File: config.mk
export PLATFORM = sky130hd
export DESIGN_NAME = arb_2x1_rr_flat
export DESIGN_NICKNAME = d
export VERILOG_FILES = /design/src/rtl/arb_2x1_rr_if.sv /design/src/rtl/arb_2x1_rr.sv /design/src/flat_wrapper.sv
export SDC_FILE = /design/constraint.sdc
export NUM_CORES = 1
export LEC_CHECK = 0
export BUFFER_PORTS_ARGS = -buffer_cell sky130_fd_sc_hd__buf_2
export CORE_MARGIN = 2
export CORE_UTILIZATION = 35
export DETAILED_ROUTE_END_ITERATION = 8
export PLACE_DENSITY = 0.62
export SLEW_MARGIN = 15
export SYNTH_ARGS = -nofsm -noshare
export SYNTH_HDL_FRONTEND = slang
export SYNTH_SLANG_ARGS = --single-unit
export TNS_END_PERCENT = 30
File: constraint.sdc
create_clock -name clock -period 5.8 [get_ports clock]
set_clock_uncertainty 0.15 [all_clocks]
set_input_delay 0.29 -clock clock [delete_from_list [all_inputs] [get_ports clock]]
set_output_delay 0.29 -clock clock [all_outputs]
set_load 0.005 [all_outputs]
File: src/rtl/arb_2x1_rr_if.sv
// Request/grant bundle between two requesters and the round-robin arbiter.
// The slave side is the arbiter; the master side is the requester pair.
interface arb_2x1_rr_if;
  logic req_a;
  logic req_b;
  logic grant_a;
  logic grant_b;
  logic select;
  logic busy;

  modport master (output req_a, req_b, input grant_a, grant_b, select, busy);
  modport slave  (input req_a, req_b, output grant_a, grant_b, select, busy);
endinterface

File: src/rtl/arb_2x1_rr.sv
// Two-way round-robin arbiter with an optional hold limit.
// Grants, busy and select are all registered; select drives mux_2x1_beh (1 = A).
module arb_2x1_rr #(
  parameter int MAX_HOLD = 8,
  parameter int CNT_W    = 4
) (
  input logic         clock,
  input logic         reset_b,
  arb_2x1_rr_if.slave arb
);
  localparam logic [1:0] IDLE  = 2'd0;
  localparam logic [1:0] GNT_A = 2'd1;
  localparam logic [1:0] GNT_B = 2'd2;

  localparam logic [CNT_W-1:0] CNT_MAX   = '1;
  localparam logic [CNT_W-1:0] HOLD_LAST = (MAX_HOLD == 0) ? '0 : CNT_W'(MAX_HOLD - 1);
  localparam bit               LIMIT_EN  = (MAX_HOLD != 0);

  logic [1:0]       state, nxt;
  logic [CNT_W-1:0] cnt;
  logic             last_a;
  logic             expire;

  // >= rather than == so an owner whose count ran past the limit while
  // uncontended still yields as soon as the other side shows up.
  assign expire = LIMIT_EN && (cnt >= HOLD_LAST);

  always_comb begin
    nxt = state;
    case (state)
      IDLE: begin
        if (arb.req_a && arb.req_b) nxt = last_a ? GNT_B : GNT_A;
        else if (arb.req_a)         nxt = GNT_A;
        else if (arb.req_b)         nxt = GNT_B;
      end
      GNT_A: begin
        if (arb.req_b && (!arb.req_a || expire)) nxt = GNT_B;
        else if (!arb.req_a)                     nxt = IDLE;
      end
      GNT_B: begin
        if (arb.req_a && (!arb.req_b || expire)) nxt = GNT_A;
        else if (!arb.req_b)                     nxt = IDLE;
      end
      default: nxt = IDLE;
    endcase
  end

  always_ff @(posedge clock or negedge reset_b) begin
    if (!reset_b) begin
      state       <= IDLE;
      cnt         <= '0;
      last_a      <= 1'b0;
      arb.grant_a <= 1'b0;
      arb.grant_b <= 1'b0;
      arb.busy    <= 1'b0;
      arb.select  <= 1'b0;
    end else begin
      state       <= nxt;
      arb.grant_a <= (nxt == GNT_A);
      arb.grant_b <= (nxt == GNT_B);
      arb.busy    <= (nxt != IDLE);
      // IDLE keeps the previous select so the downstream mux stays quiet
      if (nxt == GNT_A)      arb.select <= 1'b1;
      else if (nxt == GNT_B) arb.select <= 1'b0;

      if (nxt != state)                        cnt <= '0;
      else if (state != IDLE && cnt != CNT_MAX) cnt <= cnt + CNT_W'(1);

      if (nxt != state && nxt == GNT_A)      last_a <= 1'b1;
      else if (nxt != state && nxt == GNT_B) last_a <= 1'b0;
    end
  end
endmodule

File: src/flat_wrapper.sv
// flat-port wrapper written by rule: the top's interface ports become plain ports
module arb_2x1_rr_flat 
#(
  parameter int MAX_HOLD = 8,
  parameter int CNT_W    = 4
)
  (clock, reset_b, arb_req_a, arb_req_b, arb_grant_a, arb_grant_b, arb_select, arb_busy);
  arb_2x1_rr_if arb_i ();
  input logic clock;
  input logic reset_b;
  input wire logic [$bits(arb_i.req_a)-1:0] arb_req_a;
  input wire logic [$bits(arb_i.req_b)-1:0] arb_req_b;
  output wire logic [$bits(arb_i.grant_a)-1:0] arb_grant_a;
  output wire logic [$bits(arb_i.grant_b)-1:0] arb_grant_b;
  output wire logic [$bits(arb_i.select)-1:0] arb_select;
  output wire logic [$bits(arb_i.busy)-1:0] arb_busy;
  assign arb_i.req_a = arb_req_a;
  assign arb_i.req_b = arb_req_b;
  assign arb_grant_a = arb_i.grant_a;
  assign arb_grant_b = arb_i.grant_b;
  assign arb_select = arb_i.select;
  assign arb_busy = arb_i.busy;
  arb_2x1_rr #(.MAX_HOLD(MAX_HOLD), .CNT_W(CNT_W)) u_core (.clock(clock), .reset_b(reset_b), .arb(arb_i));
endmodule
==> run summary, run 1 <==
cell area after placement: 638 um2
CP startpoint kind: flip-flop
top-area cell type share of the netlist area: 0.464
Synth Area in Compound Gates: 0.129
final WL: 1050 um
post-CTS setup buffers: 0
DRT iter0 DRCs: 23
Post-Syn Nets: 67
gr usage total: 0.132
Die X-Extent: 45.2 um
FFs w/ async S/R, synth: 1.00
synthesized area per cell: 10.1 um2
final setup fails: 0
mux cell area share after synthesis: 0.0527
P_leak: 0.000343 uW
Worst-Margin Slew: 0.600 ns
pin count of the biggest net entering global routing: 12
Required @ worst endpoint: 5.81 ns
die height: 45.2 um
xor-xnor portion of the synthesized cell area: 0.0295
Max Slew Vio Count: 0
CTS tree: done
CTS Hold Buffers Added: 1
Yosys cell types: 24
vias in the first global route: 409
Synth Register Bits: 11
via count: 455
Syn Inst Count: 59
worst hold path type: input pin to flip-flop
worst vdd ir: 0.149 mV
Adder-Cell Fraction of Synth Area: 0.0844
setup_tns: 0 ns
hpwl dp: 776 um
Commonest cells post-synth: 11 x dfrtp_1, 8 x nor2_1, 6 x nand2_1, 4 x ha_1
# DRC: 0
full die area: 2040 um2
Final Hold Viols: 0
worst endpoint data arrival time: 2.41 ns
mapped cell area: 593 um2
H-tree lvl count: 1
Tcrit/Tclk final: 0.414
first-pass GRT wire length: 1770 um
IO Pins: 8
status: complete, no violations
Clock Tree Buf Depth: 2
unrepaired setup endpoints after global routing: no
clk sink count: 11
CP max FO: 5
Layout Area Growth over Synthesis: 13.7%
# nets final: 78
vias per cell: 5.35
main combinational cell family by area after synthesis: simple AND/OR/NAND/NOR gates
biggest area consumer among synthesized cells: dfrtp_1
CTS buffer count: 3
DR pass1 iterations: 4
Antenna Cells: 0
simple-gate share of the synthesized area: 0.205
port bufs: 7
design area: 674 um2
sequential area share after synthesis: 0.464
CTS clk-pin slew, worst paths: 0.07 ns
initial antenna violation count: 0
Slew HR: 0.595
Final ANT Viol Nets: 0
ranking of synthesized cells by area: dfrtp_1 46%, ha_1 8.4%, nor2_1 5.1%
Clock Root Buffer: clkbuf_4
top_reg_cell synth: dfrtp_1
num rows: 14
fin crit period: 2.40 ns
Ys Warns: 0
post-CTS sizing: 0
share of layout cells above drive strength 1: 0.174
most common cell in the synthesized netlist: dfrtp_1
nature of the critical path endpoint: flip-flop
initial core utilization: 0.385
Post-synth EDFFs: 0
Max Cap Viol: 0
Core Footprint: 1540 um2
power density over the cells: 325 nW/um2
CP Class: flip-flop to flip-flop
clock latency on the worst-skew pair: 0.27 ns
GP Congestion: 0.757
gr ovfl total: 0
post-DR wirelength/cell: 12.4 um
fmax: 417 MHz
[metrics by stage]
stage / setup slack (ns) / power (uW) / std cells / hold WS, ns / util
floorplan: 3.62 / 151 / 59 / -0.156 / -
global placement: 3.47 / 168 / 80 / 0.0164 / 0.414
detailed placement: 3.41 / 169 / 80 / 0.0238 / 0.414
CTS: 3.40 / 223 / 85 / 0.149 / 0.438
global route: 3.19 / 237 / 85 / 0.174 / 0.438
finish: 3.40 / 219 / 85 / 0.163 / 0.438
[registers in the layout, summed over array words and instances, names as in the netlist]
register and cells:
u_core.arb.busy 1, u_core.arb.grant_a 1, u_core.arb.grant_b 1, u_core.arb.select 1
u_core.cnt 4, u_core.last_a 1, u_core.state 2
[routing by layer]
metal	vias up	global-route usage	wire, um
li1	228	-	-
met1	210	0.167	512
met2	12	0.177	446
met3	5	0.0360	46
met4	0	0.124	46
met5	-	0	0
[final timing paths]
kind,start,cells past startpoint,slack (ns),to
setup / recovery,u_core.cnt[0]$_DFFE_PN0P_,6,3.40,u_core.arb.select$_DFFE_PN0P_
max in group asynchronous,reset_b,2,5.04,u_core.arb.grant_a$_DFF_PN0_
hold reg to reg,u_core.arb.select$_DFFE_PN0P_,1,0.36,u_core.arb.select$_DFFE_PN0P_
min in group asynchronous,reset_b,2,0.27,u_core.cnt[2]$_DFFE_PN0P_
hold / removal,arb_req_b,2,0.16,u_core.state[0]$_DFF_PN0_
setup reg to reg,u_core.cnt[0]$_DFFE_PN0P_,6,3.40,u_core.arb.select$_DFFE_PN0P_
[cell type report]
class	count	area [um2]
clock buffer	4	26.3
fill	151	867
inverter	3	11.3
multi-input combinational	43	297
sequential	11	275
tap	16	20.0
timing repair buffer	8	45.0
[critical path, cell delays in order, from the launching register on]
cell and delay, ns:
dfrtp_1 0.41, ha_1 0.26, a21oi_1 0.24, nor3_1 0.09, o311ai_0 0.53, ha_1 0.35, mux2_2 0.26
[logic make-up (layout without fill, tap and decap cells)]
kind of cell	count (synthesis)	count (layout)
xor+xnor	2	2
fa+ha+maj	4	4
flops	11	11
mux	3	3
compound gates	11	11
buf+inv	5	15
simple gates	23	23
[power breakdown]
part / switching, uW / total [uW] / internal (uW)
combinational: 29.7 / 60.7 / 31.0
clock: 25.0 / 51.6 / 26.6
sequential: 14.2 / 107 / 92.8
[cells in the final DEF, fill, tap and decap left out, types with 2 or more instances in the layout]
cell type	instances
nand3_1	2
a21o_1	2
mux2i_1	2
dfrtp_1	11
a21oi_1	3
nor2_1	8
nand2_1	6
xnor2_1	2
clkbuf_4	3
buf_2	7
nor3_1	2
inv_1	3
ha_1	4
Power figures use the tool's default switching activity.
==> run 2: changes to the inputs <==
--- a/config.mk
+++ b/config.mk
@@ -9,7 +9,7 @@
 export CORE_MARGIN = 2
 export CORE_UTILIZATION = 35
 export DETAILED_ROUTE_END_ITERATION = 8
-export PLACE_DENSITY = 0.62
+export PLACE_DENSITY = 0.64
 export SLEW_MARGIN = 15
 export SYNTH_ARGS = -nofsm -noshare
 export SYNTH_HDL_FRONTEND = slang
==> constraint.sdc (replaced) <==
create_clock -name clock -period 2.2 [get_ports clock]
set_clock_uncertainty 0.15 [all_clocks]
set_input_delay 0.11 -clock clock [delete_from_list [all_inputs] [get_ports clock]]
set_output_delay 0.11 -clock clock [all_outputs]
set_load 0.005 [all_outputs]
==> run 2 against run 1 <==
  * Combinational power increased to 3.0 times the previous value
  * Wire length up 1.6%
  * Via count increased by 0.66%
  * Die area unchanged
  * Design area up 5.4%
  * Maximum frequency rose by 14%
  * Utilization grew 2.4 points
  * Clock-buffer cell count unchanged
  * Total power grew to 2.7 times the previous value
==> run summary, run 2 (synthesis gave the netlist of run 1 again) <==
Final Hold Viols: 0 (unchanged)
Clock Tree Buf Depth: 2 (unchanged)
Max Cap Viol: 0 (unchanged)
power density over the cells: 834 nW/um2 (was 325 nW/um2)
power share of the combinational group: 0.312 (was 0.277)
Internal: 411 uW (was 150 uW)
post-DR wirelength/cell: 12.1 um (was 12.4 um)
Final Util: 0.461 (was 0.438)
clk sink count: 11 (unchanged)
Final Non-Filler Cells: 88 (was 85)
Tcrit/Tclk final: 0.959 (was 0.414)
CTS buffer count: 3 (unchanged)
worst vdd ir: 0.409 mV (was 0.149 mV)
vias per cell: 5.20 (was 5.35)
full die area: 2040 um2 (unchanged)
fmax: 474 MHz (was 417 MHz)
CP Class: flip-flop to flip-flop (unchanged)
IO Pins: 8 (unchanged)
CTS clk-pin slew, worst paths: 0.06 ns (was 0.07 ns)
Required @ worst endpoint: 2.19 ns (was 5.81 ns)
final setup fails: 0 (unchanged)
Switching Share: 0.307 (was 0.314)
Antenna Cells: 0 (unchanged)
Die X-Extent: 45.2 um (unchanged)
DRT iter0 DRCs: 9 (was 23)
slowest CP cell: dfrtp_1 (was o311ai_0)
share of layout cells above drive strength 1: 0.236 (was 0.174)
worst hold path type: input pin to flip-flop (unchanged)
Largest regs: u_core.cnt x4, u_core.state x2 (unchanged)
Max Slew Vio Count: 0 (unchanged)
gr usage total: 0.128 (was 0.132)
worst endpoint data arrival time: 2.10 ns (was 2.41 ns)
num rows: 14 (unchanged)
initial antenna violation count: 0 (unchanged)
via count: 458 (was 455)
port bufs: 7 (unchanged)
Clock Root Buffer: clkbuf_4 (unchanged)
CP startpoint kind: flip-flop (unchanged)
gr ovfl total: 0 (unchanged)
Slew HR: 0.791 (was 0.595)
fin crit period: 2.11 ns (was 2.40 ns)
Placed Cells: 82 (was 80)
P_leak: 0.000356 uW (was 0.000343 uW)
CP cell instances: ha_2 > a21o_1 > nor3_2 > o311ai_1 > buf_4 > ha_1 > mux2_2 (was ha_1 > a21oi_1 > nor3_1 > o311ai_0 > ha_1 > mux2_2)
Core Footprint: 1540 um2 (unchanged)
FF+latch area: 275 um2 (unchanged)
NetSw: 182 uW (was 68.9 uW)
clock latency on the worst-skew pair: 0.25 ns (was 0.27 ns)
# DRC: 0 (unchanged)
Slowest Stage Delay on Critical Path: 0.40 ns (was 0.53 ns)
commonest non-fill, non-tap cell in the layout: dfrtp_1 (unchanged)
DR pass1 iterations: 4 (unchanged)
first-pass GRT wire length: 1900 um (was 1770 um)
nature of the critical path endpoint: flip-flop (unchanged)
Largest Register: u_core.cnt (unchanged)
CP max FO: 5 (unchanged)
Worst-Margin Slew: 0.312 ns (was 0.600 ns)
CTS tree: done (unchanged)
Layout Area Growth over Synthesis: 19.8% (was 13.7%)
# nets final: 81 (was 78)
H-tree lvl count: 1 (unchanged)
Filler cells: 161 (was 151)
initial core utilization: 0.385 (unchanged)
multi-input logic area: 308 um2 (was 297 um2)
vias in the first global route: 454 (was 409)
max reg flops: 4 (unchanged)
die height: 45.2 um (unchanged)
final WL: 1070 um (was 1050 um)
GP Congestion: 0.696 (was 0.757)
sequential power share: 0.476 (was 0.488)
Clock Power Share: 0.212 (was 0.235)
hpwl dp: 774 um (was 776 um)
Final ANT Viol Nets: 0 (unchanged)
pin count of the biggest net entering global routing: 12 (unchanged)
status: complete, no violations (unchanged)
commonest cells after routing, fill and taps aside: 11 x dfrtp_1, 8 x nor2_1, 7 x buf_2 (unchanged)
[run 2: changes by cell type in the layout (fill, tap and decap cells not counted), sizes merged]
cell         previous run  this run
buf                     7         9
dlygate4sd3             1         2
[run 2: power by group through the flow]
stage | Clock (uW) | Sequential [uW] | Combinational, uW
after floorplan | 0 | 272 | 125
after global placement | 0 | 283 | 172
after detailed placement | 0 | 282 | 176
after CTS | 133 | 279 | 180
after global routing | 141 | 287 | 209
final | 126 | 282 | 185
[run 2: final cells by class]
| cell class | instances | share of cell area |
|---|---|---|
| Multi-Input combinational cell | 43 | 0.433 |
| Sequential cell | 11 | 0.387 |
| Timing Repair Buffer | 11 | 0.0986 |
| Clock buffer | 4 | 0.0370 |
| Tap cell | 16 | 0.0282 |
| Inverter | 3 | 0.0158 |
[run 2: per-stage QoR]
stage	setup TNS [ns]	hold slack, ns	power, uW	instance area [um2]	worst slack, ns
after floorplan	0	-0.336	397	593	0.0163
after global placement	0	-0.162	455	653	0.0424
after detailed placement	0	-0.164	458	653	0.0326
after CTS	0	0.00194	592	699	0.0173
after global routing	-0.00902	0.0419	637	711	-0.00902
final	0	0.00639	593	711	0.0905
[run 2: critical path, delay by kind of cell, from the launching register on]
family          cells  cell delay, ns
simple gates        1            0.18
buf+inv             1            0.16
mux                 1            0.32
flops               1            0.40
compound gates      2            0.32
fa+ha+maj           2            0.48
[run 2: final timing paths]
kind | from | end | slack (ns) | cells after the start
min reg2reg | u_core.arb.select$_DFFE_PN0P_ | u_core.arb.select$_DFFE_PN0P_ | 0.36 | 1
max reg2reg | u_core.cnt[1]$_DFFE_PN0P_ | u_core.arb.select$_DFFE_PN0P_ | 0.09 | 7
max in group asynchronous | reset_b | u_core.last_a$_DFFE_PN0P_ | 1.61 | 2
min in group asynchronous | reset_b | u_core.arb.select$_DFFE_PN0P_ | 0.09 | 2
min | arb_req_a | u_core.state[0]$_DFF_PN0_ | 0.006 | 3
max | u_core.cnt[1]$_DFFE_PN0P_ | u_core.arb.select$_DFFE_PN0P_ | 0.09 | 7
[run 2: timing repair]
action / in CTS / in global routing
endpoints found under the hold margin: 12 / 0
hold buffers: 2 / 0
buffers inserted: 0 / 0
setup endpoints to repair: 0 / 2
resized for setup: 0 / 4
[run 2: layer usage]
| metal | track usage | vias up | wire, um |
|---|---|---|---|
| met5 | 0 | - | 0 |
| met3 | 0.0120 | 2 | 33 |
| met4 | 0.0706 | 0 | 11 |
| met2 | 0.186 | 6 | 477 |
| li1 | - | 234 | - |
| met1 | 0.186 | 216 | 546 |
